==> config.mk <==
export PLATFORM = sky130hd
export DESIGN_NAME = interrupt_requester
export DESIGN_NICKNAME = d
export VERILOG_FILES = /design/src/rtl/interrupt_requester.sv
export SDC_FILE = /design/constraint.sdc
export NUM_CORES = 1
export LEC_CHECK = 0
export ABC_AREA = 1
export BUFFER_PORTS_ARGS = -buffer_cell sky130_fd_sc_hd__buf_2
export CORE_AREA = 2 2 39 41
export CTS_CLUSTER_SIZE = 10
export DETAILED_ROUTE_END_ITERATION = 10
export DIE_AREA = 0 0 41 43
export PLACE_DENSITY_LB_ADDON = 0.12
export SETUP_SLACK_MARGIN = 0.5
export SYNTH_ARGS = -nofsm -noshare
export SYNTH_HDL_FRONTEND = slang
export SYNTH_SLANG_ARGS = --single-unit
==> constraint.sdc <==
create_clock -name clk -period 1.6 [get_ports clk]
set_input_delay 0.24 -clock clk [delete_from_list [all_inputs] [get_ports clk]]
set_output_delay 0.24 -clock clk [all_outputs]
set_load 0.05 [all_outputs]
==> src/rtl/interrupt_requester.sv <==
// interrupt_requester: turns layer-done pulses into raise/clear writes to the
// interrupt register, queues events while an interrupt is outstanding, and
// enforces a hold-off gap after each clear.
//
// state    | meaning
// ---------+------------------------------------------------------------
// IDLE     | nothing outstanding; leaves as soon as an event is queued
// RAISE    | one-cycle raise write (data=1); consumes one queued event
// WAIT_ACK | interrupt asserted, waiting for the CPU acknowledge
// CLEAR    | one-cycle clear write (data=0)
// HOLDOFF  | HOLDOFF_CYCLES idle cycles before the next raise
module interrupt_requester #(
    parameter int CNT_W          = 4,
    parameter int HOLDOFF_CYCLES = 2
) (
    input  logic             clk,
    input  logic             rst,
    input  logic             enable,
    input  logic             done_pulse,
    input  logic             irq_ack,
    output logic             write_signal,
    output logic             write_data,
    output logic             irq_pending,
    output logic [CNT_W-1:0] pending_count,
    output logic             overflow,
    output logic             busy
);

    typedef enum logic [2:0] {
        IDLE     = 3'd0,
        RAISE    = 3'd1,
        WAIT_ACK = 3'd2,
        CLEAR    = 3'd3,
        HOLDOFF  = 3'd4
    } state_t;

    localparam int              HO_W    = (HOLDOFF_CYCLES > 1) ? $clog2(HOLDOFF_CYCLES) : 1;
    localparam logic [HO_W-1:0] HO_LOAD = (HOLDOFF_CYCLES > 0) ? HO_W'(HOLDOFF_CYCLES - 1) : '0;
    localparam logic [CNT_W-1:0] CNT_MAX = '1;

    state_t           state_q, state_d;
    logic [CNT_W-1:0] count_q, count_d;
    logic             ovf_q, ovf_d;
    logic [HO_W-1:0]  hold_q, hold_d;

    logic inc;
    logic dec;

    assign inc = done_pulse & enable;
    assign dec = (state_q == RAISE);

    // State, counter, overflow and hold-off registers with synchronous reset
    always_ff @(posedge clk) begin
        if (rst) begin
            state_q <= IDLE;
            count_q <= '0;
            ovf_q   <= 1'b0;
            hold_q  <= '0;
        end else begin
            state_q <= state_d;
            count_q <= count_d;
            ovf_q   <= ovf_d;
            hold_q  <= hold_d;
        end
    end

    // Next-state decode
    always_comb begin
        state_d = state_q;
        case (state_q)
            IDLE:     if (count_q != '0) state_d = RAISE;
            RAISE:    state_d = WAIT_ACK;
            WAIT_ACK: if (irq_ack) state_d = CLEAR;
            CLEAR:    state_d = (HOLDOFF_CYCLES > 0) ? HOLDOFF : IDLE;
            HOLDOFF:  if (hold_q == '0) state_d = IDLE;
            default:  state_d = IDLE;
        endcase
    end

    // Pending-event counter; RAISE is only entered with a nonzero count, so
    // the decrement never underflows. A lost increment sets sticky overflow.
    always_comb begin
        count_d = count_q;
        ovf_d   = ovf_q;
        if (inc && !dec) begin
            if (count_q == CNT_MAX) ovf_d   = 1'b1;
            else                    count_d = count_q + 1'b1;
        end else if (dec && !inc) begin
            count_d = count_q - 1'b1;
        end
    end

    // Hold-off down-counter: loaded in CLEAR, leaves HOLDOFF at terminal count
    always_comb begin
        hold_d = hold_q;
        if (state_q == CLEAR)
            hold_d = HO_LOAD;
        else if (state_q == HOLDOFF && hold_q != '0)
            hold_d = hold_q - 1'b1;
    end

    // Moore output decode
    always_comb begin
        write_signal = 1'b0;
        write_data   = 1'b0;
        irq_pending  = 1'b0;
        busy         = (state_q != IDLE);
        case (state_q)
            RAISE: begin
                write_signal = 1'b1;
                write_data   = 1'b1;
                irq_pending  = 1'b1;
            end
            WAIT_ACK: irq_pending  = 1'b1;
            CLEAR:    write_signal = 1'b1;
            default: ;
        endcase
    end

    assign pending_count = count_q;
    assign overflow      = ovf_q;

endmodule
==> flow_summary_export.csv, run 1 <==
group,metric,value,unit
min_path,worstHoldStart,"rst",
detailed_routing,firstDrtPassIters,4,
synthesis,yosysUniqueCellTypes,20,
global_route,track_usage,17.27,%
synthesis,synth_ff_type,"dfxtp_1",
timing,slew_viol_final,0,
status,status,"completed",
detailed_routing,drt_iter0_markers,2,
place,dp_hpwl,859.2,µm
critical_path,worstPathMaxFanout,4,
critical_path,cp_top_family,"flip-flops",
power_and_ir_drop,leakagePower,0.4050,nW
global_route,overflow,0,
global_route,antenna_found_initial,0,
cts,postCtsHoldBufs,0,
detailed_routing,wirelength,1282,µm
critical_path,worstSetupPathType,"reg -> reg",
layout,diodes,0,
critical_path,arrival,1670,ps
synthesis,synth_edf_count,0,
critical_path,startpoint,"state_q[2]",
detailed_routing,final_antenna_net_count,0,
global_route,grt_pass1_wl,2076,µm
global_route,grt_pass1_vias,522,
critical_path,required,1810,ps
timing,relSlewSlack,88.80,%
timing,rsz0062_at_grt,"true",
floorplanning,ios,14,
place,dp.cells,103,
timing,setup_viol_count_final,0,
floorplanning,die_w,41,µm
critical_path,slowest_delay,370,ps
global_route,grt_max_degree,8,
synthesis,synth_top_area_cell,"dfxtp_1",
detailed_routing,detail_route.wl_per_cell,11.15,µm
flow_run,cap_viol_max_count,0,
cts,clkSinkCount,9,
place,gp_congestion,0.7699,
timing,hold_viol_final,0,
min_path,min_path_type,"in -> reg",
synthesis,ys_ff_latch,9,
critical_path,setup.worst_path.start_class,"register",
layout,ff_latch_area,206.4,µm²
min_path,min_path_cells,2,
critical_path,critPathCaptureType,"register",
layout,nNetsFinal,108,
synthesis,syn_area_per_cell,7.525,µm²
detailed_routing,drc,0,
layout,final_core_util,64.20,%
floorplanning,coreArea,1384,µm²
cts,clk_latency,260,ps
synthesis,post-synth-top-area-fraction,33.26,%
place,portBuffers,13,
timing,tns,0,ps
critical_path,critPathSlowestCell,"dfxtp_4",
synthesis,netlist_instances,72,
cts,cts.path.max_buffers,2,
timing,fin_crit_sh,91.06,%
cts,cts_tree,"done",
cts,cts_buffers,3,
critical_path,cp_num_buf_inv,2,
synthesis,synth_area,541.8,µm²
timing,tightestPinTransition,167.4,ps
layout,drive_gt1_share,56.57,%
power_and_ir_drop,p_per_area,2263,nW/µm²
synthesis,yosysWarnings,0,
floorplanning,dieArea,1763,µm²
floorplanning,num_rows,14,
layout,finalNonFillerCells,115,
cts,cts_max_level,1,
timing,min_period,1457,ps
synthesis,seq_area_frac_synth,33.26,%
layout,multi_input_area,396.6,µm²
detailed_routing,via_count,537,
cts,cts-root-buf,"clkbuf_4",
critical_path,r2r_start,"state_q[2]",
synthesis,ys_async_sr_fraction,0,%
layout,fillCellCount,109,
critical_path,path_depth,8,
layout,final_cell_mix,"15 x nand2_1, 13 x buf_4, 7 x inv_1, 7 x dfxtp_4",
critical_path,cp_cell_sequence,"inv_4 -> nand3_4 -> nand2_4 -> buf_4 -> fa_2 -> xnor2_1 -> a21oi_1 -> o21a_1",
layout,syn_to_final_growth,63.97,%
floorplanning,die_y,43,µm
detailed_routing,vias_per_cell,4.670,
cts,clk_pin_slew,70,ps
synthesis,synth_nets,80,
timing,fmax,686.3,MHz
critical_path,rr_worst_depth,8,
floorplanning,start_util,39.15,%
power_and_ir_drop,ir_drop,0.8858,mV
timing,fin_skew,5.281,ps
layout,mostFrequentLayoutCell,"nand2_1",
synthesis,synth_top_cells_by_area,"dfxtp_1 33%, nand2_1 11%, a21oi_1 6.5%",
-- worst paths after layout --
| kind | end | slack, ps |
|---|---|---|
| hold reg to reg | overflow | 470 |
| setup reg to reg | pending_count[2] | 140 |
| hold / removal | state_q[2] | 230 |
| setup / recovery | pending_count[2] | 140 |
-- metrics by stage --
| step | worst slack (ps) | hold WS (ps) | cell area [µm²] | total power (W) |
|---|---|---|---|---|
| after floorplan | 142.7 | 299.4 | 600.6 | 0.001281 |
| after global placement | 107.7 | 445.9 | 700.7 | 0.001495 |
| after detailed placement | 93.15 | 449.8 | 700.7 | 0.001493 |
| after CTS | 198.7 | 230.2 | 850.8 | 0.001960 |
| after global routing | 91.34 | 231.1 | 888.4 | 0.002148 |
| final | 143.0 | 225.2 | 888.4 | 0.002010 |
-- state kept, by name, indices dropped and copies added, names as in the netlist --
signal and count:
overflow 1, state_q 3, pending_count 4, hold_q 1
-- cell type report --
type	count	area share (%)
clock inverters	1	0.5634
multi-input cells	52	44.65
flip-flops and latches	9	23.24
inverters	11	5.493
repair buffers	23	21.27
well taps	16	2.254
clock buffers	3	2.535
-- Yosys cell counts (2+ instances only) --
library cell / number
inv_1: 9
o21a_1: 2
nand2_4: 2
nor3_1: 2
a21oi_1: 7
nand3_4: 2
nand4_1: 2
ha_1: 2
nand2_1: 16
dfxtp_1: 9
nand3_1: 2
nor2_1: 9
-- report_power, final --
part | switching [W] | internal (W)
clock network | 0.0000874 | 0.0000924
registers | 0.000113 | 0.000328
logic | 0.000817 | 0.000572
-- timing repair --
item                       in CTS  in global routing
resized for setup              25                  8
pin swaps                      12                  2
setup endpoints to repair      12                 13
setup buffers                   7                  1
-- kinds of logic (layout without fill, tap and decap cells) --
family	count (synthesis)	count (layout)	synth area share (%)
buffers and inverters	11	38	8.083
flip-flops	9	9	33.26
XOR/XNOR	1	1	1.617
AND/OR/NAND/NOR	37	37	36.95
AO/OA/AOI/OAI	11	11	11.78
adder cells (fa/ha/maj)	3	3	8.313
-- layer usage --
layer	global-route usage, %	up-vias	share of wire [%]
met4	4.000	0	0
met3	7.853	0	3.7
li1	-	289	-
met2	26.25	8	50
met5	0	-	0
met1	21.64	240	46
Power figures use the tool's default switching activity.
==> run 2: changes to the inputs <==
--- a/config.mk
+++ b/config.mk
@@ -5,7 +5,6 @@
 export SDC_FILE = /design/constraint.sdc
 export NUM_CORES = 1
 export LEC_CHECK = 0
-export ABC_AREA = 1
 export BUFFER_PORTS_ARGS = -buffer_cell sky130_fd_sc_hd__buf_2
 export CORE_AREA = 2 2 39 41
 export CTS_CLUSTER_SIZE = 10
==> run 2 against run 1 <==
Against the previous run:
- the run now ends with negative setup slack left
- clock-buffer cell count grew 1
- cell count is 4.3% lower
- via count rose by 5.0%
- flip-flop and latch count unchanged
- critical path depth shrank 1
- critical path type unchanged
- critical endpoint is now pending_count[3]
- largest power group unchanged
==> flow_summary_export.csv, run 2 <==
group,metric,value,unit
place,portBuffers,13,
place,dp_hpwl,925.5,µm
layout,diodes,0,
critical_path,cp_top_family,"simple AND/OR/NAND/NOR gates",
status,violations,"negative setup slack",
synthesis,synth_nets,67,
timing,setup_viol_count_final,4,
place,dp.cells,97,
global_route,grt_pass1_wl,2421,µm
synthesis,synth_top_cells_by_area,"dfxtp_1 35%, a21oi_1 7.7%, ha_1 4.8%",
critical_path,worstPathMaxFanout,3,
critical_path,slowest_delay,400,ps
layout,mostFrequentLayoutCell,"buf_4",
status,status,"finished, violations left",
layout,syn_to_final_growth,88.49,%
floorplanning,start_util,37.70,%
power_and_ir_drop,sw_frac_of_total,44.70,%
critical_path,arrival,1980,ps
detailed_routing,via_count,564,
synthesis,synth_top_area_cell,"dfxtp_1",
global_route,overflow,0,
synthesis,netlist_instances,59,
layout,finalNonFillerCells,110,
floorplanning,coreArea,1384,µm²
critical_path,worstSetupPathType,"reg -> reg",
cts,postCtsHoldBufs,0,
timing,fin_crit_sh,113.1,%
synthesis,post-synth-top-area-fraction,34.53,%
layout,nNetsFinal,103,
floorplanning,die_w,41,µm
timing,fmax,552.7,MHz
layout,largest_reg_flops,4,
timing,relSlewSlack,77.48,%
cts,cts_max_level,1,
critical_path,critPathSlowestCell,"or3b_4",
detailed_routing,final_antenna_net_count,0,
detailed_routing,drt_iter0_markers,2,
global_route,grt_pass1_vias,563,
detailed_routing,vias_per_cell,5.127,
cts,clkSinkCount,9,
power_and_ir_drop,leakagePower,0.3968,nW
timing,fin_ws,-209.4,ps
synthesis,ys_top_cells_by_count,"9 x dfxtp_1, 8 x a21oi_1, 5 x o21ai_0",
floorplanning,ios,14,
synthesis,ys_async_sr_fraction,0,%
global_route,grt_max_degree,11,
cts,cts_buffers,3,
synthesis,synth_ff_type,"dfxtp_1",
cts,clk_latency,260,ps
synthesis,synth_area,521.8,µm²
power_and_ir_drop,pwr-share-comb,72.1,%
synthesis,seq_area_frac_synth,34.53,%
timing,tightestPinTransition,337.4,ps
synthesis,yosysUniqueCellTypes,31,
floorplanning,die_y,43,µm
place,gp_congestion,0.6766,
synthesis,synth_edf_count,0,
flow_run,cap_viol_max_count,0,
cts,cts-root-buf,"clkbuf_4",
layout,drive_gt1_share,64.89,%
timing,slew_viol_final,0,
timing,hold_viol_final,0,
detailed_routing,drc,0,
global_route,antenna_found_initial,0,
synthesis,syn_area_per_cell,8.843,µm²
power_and_ir_drop,switching_power,0.0009016,W
cts,cts.path.max_buffers,2,
critical_path,cp_num_buf_inv,0,
floorplanning,num_rows,14,
timing,rsz0062_at_grt,"true",
min_path,min_path_type,"in -> reg",
critical_path,required,1770,ps
critical_path,cp_cell_sequence,"or3b_4 -> nand2_4 -> ha_4 -> a21oi_4 -> nand2_2 -> or4_4 -> o311ai_1",
power_and_ir_drop,p_per_area,2051,nW/µm²
detailed_routing,firstDrtPassIters,3,
power_and_ir_drop,p_int,0.001115,W
timing,fin_skew,2.079,ps
critical_path,setup.worst_path.start_class,"register",
power_and_ir_drop,power,0.002017,W
synthesis,yosysMostFrequentCell,"dfxtp_1",
critical_path,critPathCaptureType,"register",
synthesis,ys_ff_latch,9,
power_and_ir_drop,pwr-share-clk,9.0,%
power_and_ir_drop,pwr-share-seq,18.9,%
cts,cts_tree,"done",
global_route,track_usage,20.87,%
synthesis,yosysWarnings,0,
layout,final_cell_mix,"14 x buf_4, 11 x buf_6, 5 x a21oi_1",
detailed_routing,detail_route.wl_per_cell,13.65,µm
timing,min_period,1809,ps
detailed_routing,wirelength,1501,µm
floorplanning,dieArea,1763,µm²
cts,clk_pin_slew,70,ps
power_and_ir_drop,ir_drop,1.194,mV
==> run 2: what timing repair did <==
action | 4_1_cts | 5_1_grt
gates cloned | 0 | 0
endpoints found under the setup margin | 14 | 15
resized for setup | 27 | 20
setup buffers | 8 | 1
pin swaps | 8 | 6
==> run 2: worst paths after layout <==
check                   from  slack, ps          endpoint  cells after the start
setup / recovery  state_q[2]       -210  pending_count[3]                      7
hold reg to reg     overflow        500          overflow                      2
setup reg to reg  state_q[2]       -210  pending_count[3]                      7
hold / removal       irq_ack        240        state_q[0]                      3
==> run 2: cells by family after synthesis <==
family	after synthesis	share of synthesized area, %
simple gates	24	30.94
compound gates	16	16.79
flops	9	34.53
buf+inv	4	3.837
fa+ha+maj	3	8.632
xor+xnor	2	3.358
mux	1	1.919
==> run 2: routing by layer <==
| layer | GRT usage (%) | vias up | share of wire, % |
|---|---|---|---|
| met4 | 8.000 | 0 | 0.80 |
| met2 | 36.56 | 7 | 59 |
| met5 | 0 | - | 0 |
| li1 | - | 288 | - |
| met1 | 22.48 | 267 | 38 |
| met3 | 4.712 | 2 | 2.0 |
==> run 2: final cells by class <==
type	instances	area, µm²
Timing Repair Buffer	32	294.0
Fill cell	108	400.4
Clock buffer	4	26.28
Inverter	3	16.27
Multi-Input combinational cell	46	434.2
Sequential cell	9	192.7
Tap cell	16	20.02
==> run 2: worst reg2reg max path: cells and delay by family (launching register included) <==
| kind | cells | cell delay [ps] |
|---|---|---|
| simple gates | 4 | 960 |
| flops | 1 | 320 |
| fa+ha+maj | 1 | 220 |
| compound gates | 2 | 210 |
==> run 2: metrics by stage <==
| step | hold WS (ps) | cell area (µm²) | worst slack [ps] | TNS (ps) | utilization [%] |
|---|---|---|---|---|---|
| 5_1_grt | 274.5 | 983.4 | -274.1 | -942.2 | 71.07 |
| 2_1_floorplan | 418.5 | 556.8 | -276.6 | -288.2 | - |
| 3_5_place_dp | 475.2 | 713.2 | -229.7 | -233.3 | 51.54 |
| 6_report | 240.2 | 983.4 | -209.4 | -690.9 | 71.07 |
| 4_1_cts | 262.2 | 899.6 | -214.8 | -658.1 | 65.01 |
| 3_3_place_gp | 459.9 | 713.2 | -177.2 | -177.2 | 51.54 |
==> run 2: power groups by stage <==
stage	combinational, W	sequential (W)	clock (W)
after floorplan	0.000553	0.000486	0
after global placement	0.000946	0.000365	0
after detailed placement	0.000960	0.000366	0
after CTS	0.00128	0.000375	0.000187
after global routing	0.00155	0.000392	0.000197
final	0.00145	0.000382	0.000181
